--- src/rtl/uart_tx_fifo.sv ---
// UART transmitter with an internal tx FIFO: frames go out LSB first with optional parity
// and 1/2 stop bits; parity/stop config is latched per frame when the word is popped.
module uart_tx_fifo #(
    parameter int unsigned DATA_WD      = 8,
    parameter int unsigned OVERSAMPLING = 16,
    parameter int unsigned FIFO_DEPTH   = 8
) (
    input  logic                        clk,
    input  logic                        rst_n,
    input  logic                        tick,
    input  logic [1:0]                  cfg_parity,
    input  logic                        cfg_stop2,
    input  logic                        din_valid,
    input  logic [DATA_WD-1:0]          din,
    output logic                        din_ready,
    output logic [$clog2(FIFO_DEPTH):0] fifo_count,
    output logic                        tx,
    output logic                        tx_busy,
    output logic                        tx_done
);
    localparam int unsigned PtrW  = $clog2(FIFO_DEPTH);
    localparam int unsigned CntW  = PtrW + 1;
    localparam int unsigned TickW = $clog2(OVERSAMPLING);
    localparam int unsigned BitW  = $clog2(DATA_WD);
    localparam logic [TickW-1:0] TickLast = TickW'(OVERSAMPLING - 1);
    localparam logic [BitW-1:0]  BitLast  = BitW'(DATA_WD - 1);
    localparam logic [CntW-1:0]  CntFull  = CntW'(FIFO_DEPTH);

    typedef enum logic [2:0] {StIdle, StStart, StData, StParity, StStop} state_e;

    logic [DATA_WD-1:0] mem_q [FIFO_DEPTH];
    logic [PtrW-1:0]    wr_ptr_q, wr_ptr_d, rd_ptr_q, rd_ptr_d;
    logic [CntW-1:0]    count_q, count_d;
    logic               push, pop, fifo_empty;
    logic [DATA_WD-1:0] rd_data;

    state_e             state_q, state_d;
    logic [TickW-1:0]   tick_cnt_q, tick_cnt_d;
    logic [BitW-1:0]    bit_cnt_q, bit_cnt_d;
    logic [DATA_WD-1:0] shift_q, shift_d;
    logic               par_en_q, par_en_d, par_bit_q, par_bit_d, stop2_q, stop2_d;
    logic               tx_q, tx_d, tx_done_q, tx_done_d;
    logic               bit_end, start_frame;

    // FIFO bookkeeping; din_ready looks only at the registered count.
    always_comb begin
        din_ready  = (count_q != CntFull);
        fifo_empty = (count_q == '0);
        push       = din_valid && din_ready;
        rd_data    = mem_q[rd_ptr_q];
        wr_ptr_d   = push ? wr_ptr_q + 1'b1 : wr_ptr_q;
        rd_ptr_d   = pop ? rd_ptr_q + 1'b1 : rd_ptr_q;
        unique case ({push, pop})
            2'b10:   count_d = count_q + 1'b1;
            2'b01:   count_d = count_q - 1'b1;
            default: count_d = count_q;
        endcase
    end

    always_ff @(posedge clk) begin
        if (push) begin
            mem_q[wr_ptr_q] <= din;
        end
    end

    always_comb begin
        state_d     = state_q;
        tick_cnt_d  = tick_cnt_q;
        bit_cnt_d   = bit_cnt_q;
        shift_d     = shift_q;
        par_en_d    = par_en_q;
        par_bit_d   = par_bit_q;
        stop2_d     = stop2_q;
        tx_done_d   = 1'b0;
        pop         = 1'b0;
        start_frame = 1'b0;
        bit_end     = tick && (tick_cnt_q == TickLast);

        if (tick && state_q != StIdle) begin
            tick_cnt_d = bit_end ? '0 : tick_cnt_q + 1'b1;
        end

        unique case (state_q)
            StIdle:   start_frame = !fifo_empty;
            StStart:  if (bit_end) state_d = StData;
            StData: begin
                if (bit_end) begin
                    shift_d = shift_q >> 1;
                    if (bit_cnt_q == BitLast) begin
                        bit_cnt_d = '0;
                        state_d   = par_en_q ? StParity : StStop;
                    end else begin
                        bit_cnt_d = bit_cnt_q + 1'b1;
                    end
                end
            end
            StParity: if (bit_end) state_d = StStop;
            StStop: begin
                // bit_cnt doubles as the stop-bit counter for the 2-stop case.
                if (bit_end) begin
                    if (stop2_q && bit_cnt_q == '0) begin
                        bit_cnt_d = BitW'(1);
                    end else begin
                        tx_done_d = 1'b1;
                        bit_cnt_d = '0;
                        if (!fifo_empty) begin
                            start_frame = 1'b1;
                        end else begin
                            state_d = StIdle;
                        end
                    end
                end
            end
            default:  state_d = StIdle;
        endcase

        if (start_frame) begin
            pop        = 1'b1;
            state_d    = StStart;
            shift_d    = rd_data;
            par_en_d   = (cfg_parity == 2'b01) || (cfg_parity == 2'b10);
            par_bit_d  = (^rd_data) ^ (cfg_parity == 2'b01);
            stop2_d    = cfg_stop2;
            tick_cnt_d = '0;
            bit_cnt_d  = '0;
        end

        // tx is registered from the next state so the line changes on the same edge.
        unique case (state_d)
            StStart:  tx_d = 1'b0;
            StData:   tx_d = shift_d[0];
            StParity: tx_d = par_bit_d;
            default:  tx_d = 1'b1;
        endcase
    end

    always_ff @(posedge clk or negedge rst_n) begin
        if (!rst_n) begin
            wr_ptr_q   <= '0;
            rd_ptr_q   <= '0;
            count_q    <= '0;
            state_q    <= StIdle;
            tick_cnt_q <= '0;
            bit_cnt_q  <= '0;
            shift_q    <= '0;
            par_en_q   <= 1'b0;
            par_bit_q  <= 1'b0;
            stop2_q    <= 1'b0;
            tx_q       <= 1'b1;
            tx_done_q  <= 1'b0;
        end else begin
            wr_ptr_q   <= wr_ptr_d;
            rd_ptr_q   <= rd_ptr_d;
            count_q    <= count_d;
            state_q    <= state_d;
            tick_cnt_q <= tick_cnt_d;
            bit_cnt_q  <= bit_cnt_d;
            shift_q    <= shift_d;
            par_en_q   <= par_en_d;
            par_bit_q  <= par_bit_d;
            stop2_q    <= stop2_d;
            tx_q       <= tx_d;
            tx_done_q  <= tx_done_d;
        end
    end

    assign fifo_count = count_q;
    assign tx         = tx_q;
    assign tx_busy    = (state_q != StIdle);
    assign tx_done    = tx_done_q;

endmodule

--- config.mk ---
export PLATFORM = sky130hd
export DESIGN_NAME = uart_tx_fifo
export DESIGN_NICKNAME = d
export VERILOG_FILES = /design/src/rtl/uart_tx_fifo.sv
export SDC_FILE = /design/constraint.sdc
export NUM_CORES = 1
export LEC_CHECK = 0
export ABC_AREA = 1
export ABC_CLOCK_PERIOD_IN_PS = 4400
export BUFFER_PORTS_ARGS = -buffer_cell sky130_fd_sc_hd__buf_2
export CORE_ASPECT_RATIO = 1.5
export CORE_MARGIN = 4
export CORE_UTILIZATION = 45
export CTS_BUF_LIST = sky130_fd_sc_hd__clkbuf_16
export CTS_CLUSTER_SIZE = 14
export DETAILED_ROUTE_END_ITERATION = 10
export GPL_TIMING_DRIVEN = 1
export SYNTH_ARGS = -nofsm -noshare
export SYNTH_HDL_FRONTEND = slang
export SYNTH_SLANG_ARGS = --single-unit
--- constraint.sdc ---
create_clock -name clk -period 4.4 [get_ports clk]
set_clock_uncertainty 0.1 [all_clocks]
set_input_delay 0.44 -clock clk [delete_from_list [all_inputs] [get_ports clk]]
set_output_delay 0.44 -clock clk [all_outputs]
set_load 0.05 [all_outputs]
# Word-level counts from Yosys, hierarchy flattened
# Memories as Yosys holds them, arrays and structs flattened.
# Index checks and enable logic that the tools add are counted.
[word_totals] ff_bits=33 latch_bits=0 ramBits=64 rom_bits=0 out_inout_bits=8 wordCells=90 mem_count=1
[classes] addsub=6 mul=0 div=0 n_lt_le_gt_ge=0 n_eq_ne=16 shifts=0 mux=35 n_bitwise=1 n_reduce_logical=18
[memory_table] name="mem_q" depth=8 word_bits=8 rd=1 rd_clocked_by_memory_dff=0 wr=1 line_no="31" text="logic [DATA_WD-1:0] mem_q [FIFO_DEPTH];"
[op_table] operator="3-bit two-way mux" n=13
[op_table] operator="8-bit two-way mux" n=3
[op_table] operator="3-bit one-hot mux with 5 select lines" n=1
[op_table] operator="3-bit by 2-bit equality test with 1-bit output (second input constant)" n=4
[op_table] operator="4-bit two-way mux" n=3
[op_table] operator="1-bit two-way mux" n=11
[op_table] operator="3-bit by 1-bit adder with 3-bit output (second input constant)" n=3
[op_table] operator="4-bit by 1-bit adder with 4-bit output (second input constant)" n=2
[op_table] operator="4-bit one-hot mux with 2 select lines" n=1
[op_table] operator="2-bit nonzero test" n=4
[op_table] operator="8-bit parity" n=1
[op_table] operator="3-bit by 1-bit equality test with 1-bit output (second input constant)" n=2
[op_table] operator="3-bit equality test (second input constant)" n=2
[op_table] operator="3-bit logical NOT" n=2
[op_table] operator="3-bit != test (second input constant)" n=2
[op_table] operator="3-bit one-hot mux with 2 select lines" n=1
[op_table] operator="3-bit nonzero test" n=2
[op_table] operator="2-bit by 1-bit equality test with 1-bit output (second input constant)" n=2
[op_table] operator="2-bit equality test (second input constant)" n=2
[op_table] operator="4-bit equality test (second input constant)" n=1
[op_table] operator="1-bit logical AND" n=4
[op_table] operator="4-bit logical NOT" n=1
[op_table] operator="4-bit != test (second input constant)" n=1
[op_table] operator="4-bit by 1-bit subtractor with 4-bit output (second input constant)" n=1
[op_table] operator="7 further kinds" n=7

# Depth between registers and ports, before layout
# Gate-level depths: netlist (run 1).
[depth] depth_word=8 ltp_mapped=18 mapped_depth_nobuf=16

# Worst setup path before layout (run 1)
# No wires, ideal clock.
[synth_timing] kind="flip-flop to flip-flop" from="register count_q[1], in the netlist fifo_count[1]" to="register count_q[3], in the netlist fifo_count[3]" setup_time_ns=0.123 arrival_time_ns=2.583 slack_ns=1.593 stages_incl_launch_ff=13 n_path_buf=0 period_less_slack_ns=2.807 path_cell_list="dfrtp_1 -> nor2_1 -> nand3_1 -> nand2_1 -> ha_1 -> ha_1 -> nand2_1 -> nor2_1 -> a211oi_1 -> nor2_1 -> nor2_1 -> nand2_1 -> xor2_1"
[synth_rtl] item="from (decl)" line_no="33" text="logic [CntW-1:0] count_q, count_d;"
[synth_rtl] item="from (signal assigned)" line_no="154" text="count_q <= count_d;"
[synth_rtl] item="4-bit != test *" line_no="47" text="din_ready = (count_q != CntFull);"
[synth_rtl] item="net din_ready" line_no="15" text="output logic din_ready,"
[synth_rtl] item="1-bit logical AND *" line_no="49" text="push = din_valid && din_ready;"
[synth_rtl] item="2-bit by 1-bit equality test with 1-bit output / 2-bit equality test (equally long branches)" line_no="53" text="unique case ({push, pop})"
[synth_rtl] item="4-bit one-hot mux with 2 select lines / 2-bit nonzero test (equally long branches)"
# Mark *: on every way through the listed nets, which the timed path passes. The rest lies on a longest branch.
# A chain may end at the register's enable or synchronous reset.

# Worst setup path in the final report (run 1)
[layout_timing] from="register tick_cnt_q[0]" to="register count_q[3], in the netlist fifo_count[3]"
[layout_between] elab_chain_len=7
[layout_lines] item="from (decl)" line_no="38" text="logic [TickW-1:0] tick_cnt_q, tick_cnt_d;"
[layout_lines] item="from (signal assigned)" line_no="156" text="tick_cnt_q <= tick_cnt_d;"
[layout_lines] item="4-bit equality test *" line_no="77" text="bit_end = tick && (tick_cnt_q == TickLast);"
[layout_lines] item="1-bit logical AND *" line_no="77"
[layout_lines] item="1-bit two-way mux *" line_no="100" text="if (bit_end) begin"
[layout_lines] item="1-bit one-hot mux with 2 select lines *" line_no="83" text="unique case (state_q)"
[layout_lines] item="1-bit two-way mux *" line_no="117" text="if (start_frame) begin"
[layout_lines] item="2-bit by 1-bit equality test with 1-bit output / 2-bit equality test (equally long branches)" line_no="53"
[layout_lines] item="4-bit one-hot mux with 2 select lines / 2-bit nonzero test (equally long branches)"
# Every way passes the cells marked *; elsewhere a longest branch is shown, timed or not.

==> results.yml, run 1 <==
grt:
  antenna_found_initial: 0
  grtUsageTotal_pct: 16.6
  grt_pass1_wl_um: 15800
  grt_max_degree: 34
  grt_pass1_vias: 3331
  gr-total-overflow: 0
final_layout:
  diodes: 0
  multiInputGateArea_sq_mm: 0.00157
  ff_latch_area_sq_mm: 0.00275
  drive_above_1_share_pct: 9.78
  nets: 563
  area_growth_pct: 9.09
  fin_util_pct: 50.5
  n_fill_cell: 959
timing:
  fmax_ghz: 0.361
  setup_viol: 0
  holdWs_ns: 0.0613
  tns_ns: 0
  timing.final.hold_violations: 0
  worstMarginPinSlew_ns: 0.991
  slew_headroom_pct: 33.7
  rsz0062_at_grt: "false"
  timing.final.max_slew_violations: 0
  layout_min_cycle_time_ns: 2.77
  period_share_pct: 62.9
die:
  rows: 45
  die_h_um: 134
  start_util_pct: 46.3
  fp.dieW_um: 91.9
  die_area_sq_mm: 0.0123
  core_area_sq_mm: 0.0102
  pin_count: 23
detailed_routing:
  vias_per_cell: 4.92
  wl_met3_um: 304
  drt_first_pass_iters: 4
  drc: 0
  num_vias: 3358
  wl_met2_um: 5180
  wirelength_um: 9560
  wire_per_inst_um: 14.0
  postRouteAntennaNets: 0
  highest_layer: "met4"
  met1_length_um: 3950
  drtIter0Drc: 198
critical_path:
  timing.critical_path.from_type: "flop"
  critPathMaxFanout: 11
  cp_common_cell: "nand2_1"
  arrival_ns: 2.90
  path_cells: "ha_1 -> nand2_1 -> nor3_4 -> nand2_1 -> inv_2 -> o21ai_2 -> inv_2 -> ha_1 -> ha_1 -> nand2_1 -> nor2_1 -> a211oi_1 -> nor2_1 -> nor2_1 -> nand2_1 -> xor2_1"
  crit_path_end_kind: "flop"
  slowest_delay_ns: 0.37
  worst_path_max_delay_cell: "dfrtp_1"
  worstSetupPathType: "flop to flop"
  cp.required_ns: 4.53
clocking:
  clockBufferDepth: 2
  numCtsBuffers: 9
  cts_tree: "built"
  cts_setup_buffers: 0
  ctsResizeCount: 0
  ctsHoldBuffers: 0
  path_clk_slew_ns: 0.06
  cts_max_level: 3
  clock_latency_ns: 0.34
  cts_root_buf: "clkbuf_16"
  clock-sinks: 97
synth:
  syn_inst: 519
  synthesis.area_sq_mm: 0.00475
  synth_sequential_area_ratio_pct: 57.9
  ys_top_cells_by_area: "edfxtp_1, dfrtp_1, nand2_1"
  yosys_register_bits: 97
  syn-mean-instance-area_sq_um: 9.15
  syn_nets: 545
  synth_top_area_share_pct: 40.5
  ys.warnings.count: 0
  yosys.cell_types.count: 34
  synth_largest_area_cell: "edfxtp_1"
status:
  run_status: "complete, no violations"
min_path:
  hp-class: "primary input to asynchronous set/reset pin"
place:
  place.detailed.hpwl_um: 6490
  place_congestion: 0.797
  portBuffers: 22
pwr:
  p_leak_uw: 0.00238
  vdd_drop_max_mv: 0.251
  power.density_mw_per_mm2: 685
job:
  cap_violations: 0
[cell usage in the layout, fill, tap and decap left out, types with 2 or more instances in the layout]
cell type   instances
a21oi_1             8
o21ai_0            11
nand2_1           146
edfxtp_1           64
xor2_1              5
buf_4               3
or2_2               2
clkbuf_16           9
buf_2              22
clkinvlp_4          2
inv_2               5
clkinv_1            2
nand3_1            45
inv_1              67
a221oi_1            6
dfrtp_1            32
nor2_1             61
o21ai_1            19
clkinv_2            2
a31oi_1             2
ha_1               10
nand4_1             3
o21ai_2             2
[synthesized netlist by cell type]
| master | n |
|---|---|
| o21ai_1 | 19 |
| clkinv_1 | 1 |
| edfxtp_1 | 64 |
| inv_4 | 1 |
| xor2_1 | 5 |
| fa_1 | 1 |
| o211ai_1 | 1 |
| a221oi_1 | 6 |
| buf_6 | 9 |
| nor2_2 | 1 |
| buf_2 | 5 |
| o21ai_0 | 11 |
| o311ai_0 | 1 |
| dfrtp_1 | 32 |
| clkbuf_1 | 2 |
| nor2_1 | 61 |
| nor3_1 | 1 |
| o21ai_2 | 2 |
| nand2_1 | 146 |
| a211oi_1 | 1 |
| inv_2 | 5 |
| xnor2_1 | 1 |
| inv_1 | 67 |
| ha_1 | 10 |
| a31oi_1 | 2 |
| nand4_1 | 3 |
| nand3_1 | 45 |
| o21a_1 | 1 |
| nor3_4 | 1 |
| or2_2 | 2 |
| dfstp_2 | 1 |
| buf_4 | 2 |
| nand3b_1 | 1 |
| a21oi_1 | 8 |
[power breakdown]
part	switching (uW)	internal [uW]	total [uW]
Sequential	157	1200	1360
Clock	330	382	712
Combinational	1010	468	1480
Total	1500	2050	3550
[final timing paths]
path	end	start	slack, ns	cells past startpoint
worst max-delay path	fifo_count[3]$_DFFE_PN0P_	tick_cnt_q[0]$_DFFE_PN0P_	1.63	16
worst min-delay path	tick_cnt_q[2]$_DFFE_PN0P_	rst_n	0.06	1
worst max register to register	fifo_count[3]$_DFFE_PN0P_	tick_cnt_q[0]$_DFFE_PN0P_	1.63	16
worst min register to register	stop2_q$_DFFE_PN0N_	stop2_q$_DFFE_PN0N_	0.39	2
max in group asynchronous	fifo_count[2]$_DFFE_PN0P_	rst_n	3.67	1
min in group clk	stop2_q$_DFFE_PN0N_	cfg_stop2	0.21	3
[cell families (layout without fill, tap and decap cells)]
group	after synthesis	after routing	synth area share, %
AOI/OAI and AO/OA	52	52	6.40
xor gates and xnor gates	6	6	1.11
DFF	97	97	57.9
adders and majority gates	11	11	3.06
and+or+nand+nor	261	261	22.5
buffers and inverters	92	115	9.04
[stage by stage]
stage          area (sq um)  setup slack [ns]  instances  total power, uW
6_report               5180              1.63        683             3550
5_1_grt                5180              1.27        683             3860
4_1_cts                5180              1.61        683             3580
3_5_place_dp           4910              1.62        667             2860
3_3_place_gp           4910              1.73        667             2820
2_1_floorplan          4750              1.59        519             2580
[layer usage]
| metal | up-vias | global-route usage, % |
|---|---|---|
| met2 | 48 | 30.7 |
| met4 | 0 | 5.21 |
| met3 | 10 | 3.42 |
| met5 | - | 0 |
| met1 | 1587 | 19.0 |
| li1 | 1713 | - |
[critical path: cells and delay by family, from the launching register on]
kind	cells	cell delay, ns
adder cells (fa/ha/maj)	3	0.66
AO/OA/AOI/OAI	2	0.31
buffers and inverters	2	0.25
XOR/XNOR	1	0.13
flip-flops	1	0.37
AND/OR/NAND/NOR	8	0.84
[registers in the layout, indices dropped and copies added (netlist names), 3 cells and up]
register / cells
bit_cnt_q: 3
state_q: 3
wr_ptr_q: 3
fifo_count: 4
shift_q: 8
rd_ptr_q: 3
tick_cnt_q: 4
mem_q: 64
[area by class of cell]
| type | instances | share of cell area, % |
|---|---|---|
| clock buffer | 9 | 4.35 |
| inverter | 74 | 5.41 |
| sequential | 97 | 53.1 |
| multi-input combinational | 330 | 30.3 |
| tap | 141 | 3.41 |
| timing repair buffer | 25 | 2.56 |
| clock inverter | 7 | 0.894 |
Power figures use the tool's default switching activity.
==> run 2, diff against run 1 <==
ABC_CLOCK_PERIOD_IN_PS = 2230   (was 4400)
clock period = 2.23 ns   (was 4.4 ns; I/O delays follow)
==> run 2 against run 1 <==
Net effect: the run now ends with negative setup slack left; register-to-register slack got worse by 1.7 ns; count of clock-buffer cells in the layout did not move; maximum frequency rose by 19%; first-iteration DRC count fell by 9.6%; core utilization rose by 4.7 points; global-route usage rose by 0.76 points; total power rose by 110%; critical path depth did not move; largest power group unchanged.
==> results.yml, run 2 (same netlist as run 1, synthesis figures left out) <==
status:
  run_status: "finished with violations"
  violations: "negative setup slack"
place:
  place_inst: 692
  place_congestion: 0.834
  place.detailed.hpwl_um: 6830
  placed_area_sq_mm: 0.00516
  portBuffers: 22
final_layout:
  nets: 606
  diodes: 0
  reg.largest.list: "mem_q: 64 flops, shift_q: 8 flops"
  final_area_sq_mm: 0.00566
  fin_util_pct: 55.2
  n_fill_cell: 922
  layout_common_cells: "nand2_1, inv_1, edfxtp_1"
  fin_cells: 726
  top_register: "mem_q"
  drive_above_1_share_pct: 19.8
  area_growth_pct: 19.2
  largest_reg_flops: 64
  final_common_cell: "nand2_1"
detailed_routing:
  postRouteAntennaNets: 0
  drtIter0Drc: 179
  drt_first_pass_iters: 4
  wire_per_inst_um: 13.8
  num_vias: 3598
  vias_per_cell: 4.96
  wl_met3_um: 452
  highest_layer: "met4"
  wirelength_um: 10000
  drc: 0
  wl_met2_um: 5370
  met1_length_um: 4000
clocking:
  cts_tree: "built"
  path_clk_slew_ns: 0.07
  clockBufferDepth: 2
  clock-sinks: 97
  cts_root_buf: "clkbuf_16"
  cts_max_level: 3
  numCtsBuffers: 9
  clock_latency_ns: 0.35
grt:
  grt_pass1_wl_um: 16700
  grt_max_degree: 34
  grt_pass1_vias: 3531
  gr-total-overflow: 0
  antenna_found_initial: 0
  grtUsageTotal_pct: 17.3
die:
  core_area_sq_mm: 0.0102
  fp.dieW_um: 91.9
  die_h_um: 134
  die_area_sq_mm: 0.0123
  start_util_pct: 46.3
  rows: 45
  pin_count: 23
timing:
  layout_min_cycle_time_ns: 2.33
  period_share_pct: 104
  holdWs_ns: 0.0422
  rsz0062_at_grt: "true"
  fmax_ghz: 0.429
  worstMarginPinSlew_ns: 0.747
  setup_viol: 2
  slew_headroom_pct: 50.2
  setup_ws_ns: -0.0986
  timing.final.hold_violations: 0
  timing.final.max_slew_violations: 0
pwr:
  power_uw: 7510
  vdd_drop_max_mv: 0.573
  power.density_mw_per_mm2: 1330
  p_leak_uw: 0.00260
critical_path:
  arrival_ns: 2.46
  crit_start: "tick_cnt_q[1]$_DFFE_PN0P_"
  critPathCapture: "fifo_count[3]$_DFFE_PN0P_"
  crit_path_end_kind: "flop"
  reg2reg_from: "tick_cnt_q[1]$_DFFE_PN0P_"
  worstSetupPathType: "flop to flop"
  critPathMaxFanout: 3
  cp.required_ns: 2.36
  r2r_cells: 16
  r2r_slack_ns: -0.1
  reg2reg_to: "fifo_count[3]$_DFFE_PN0P_"
  timing.critical_path.from_type: "flop"
  worst_path_max_delay_cell: "dfrtp_1"
  slowest_delay_ns: 0.39
  cp_common_cell: "nand2_2"
  path_cells: "ha_2 -> nand2_2 -> nor3_4 -> nand2_2 -> inv_2 -> o21ai_2 -> inv_2 -> ha_4 -> ha_4 -> nand2_2 -> nor2_2 -> a211oi_2 -> nor2_1 -> nor2_1 -> nand2_1 -> xor2_1"
job:
  cap_violations: 0
min_path:
  hp-start: "din[1]"
  hold-path-cell-count: 1
  hp-class: "primary input to flop"
run 2: metal layers:
metal | up-vias | global-route usage (%)
met4 | 0 | 7.44
met5 | - | 0
li1 | 1800 | -
met3 | 21 | 3.42
met2 | 84 | 30.7
met1 | 1693 | 20.2
run 2: worst min-delay path by stage:
stage	to	slack, ns
final	mem_q[6][1]$_DFFE_PP_	0.04
after detailed placement	tick_cnt_q[2]$_DFFE_PN0P_	0.24
after floorplan	bit_cnt_q[0]$_DFFE_PN0P_	-0.17
after CTS	mem_q[7][4]$_DFFE_PP_	0.04
after global placement	tick_cnt_q[2]$_DFFE_PN0P_	0.23
after global routing	mem_q[5][4]$_DFFE_PP_	0.04
run 2: layout make-up:
class                   count  area [sq um]  area share, %
inverters                  74           289           5.11
multi-input cells         330          1650           29.1
flip-flops and latches     97          2760           48.7
well taps                 141           176           3.12
clock buffers               9           225           3.98
clock inverters             7          61.3           1.08
repair buffers             68           503           8.89
run 2: worst max-delay path, delay by kind of cell (launching register included):
family	cells	cell delay, ns
AOI/OAI and AO/OA	2	0.34
xor gates and xnor gates	1	0.13
adders and majority gates	3	0.61
buffers and inverters	2	0.12
DFF	1	0.39
and+or+nand+nor	8	0.53
run 2: metrics by stage:
step                      setup slack [ns]  setup TNS [ns]
after detailed placement            -0.161          -0.202
after global placement             -0.0959         -0.0959
final                              -0.0986          -0.158
after global routing                -0.243          -0.506
after floorplan                     -0.224          -0.343
after CTS                           -0.160          -0.160
run 2: report_power, final:
| group | internal (uW) | leakage, uW | switching, uW | total [uW] |
|---|---|---|---|---|
| clock network | 778 | 0.000135 | 700 | 1480 |
| registers | 2370 | 0.000980 | 232 | 2600 |
| logic | 1220 | 0.00149 | 2210 | 3430 |
| total | 4370 | 0.00260 | 3140 | 7510 |
run 2: what timing repair did:
action / CTS / global route
endpoints found under the hold margin: 33 / 0
cloned: 0 / 0
setup buffers: 14 / 6
endpoints found under the setup margin: 2 / 9
hold buffers: 2 / 0
pin swaps: 8 / 7
gates resized for setup: 5 / 16
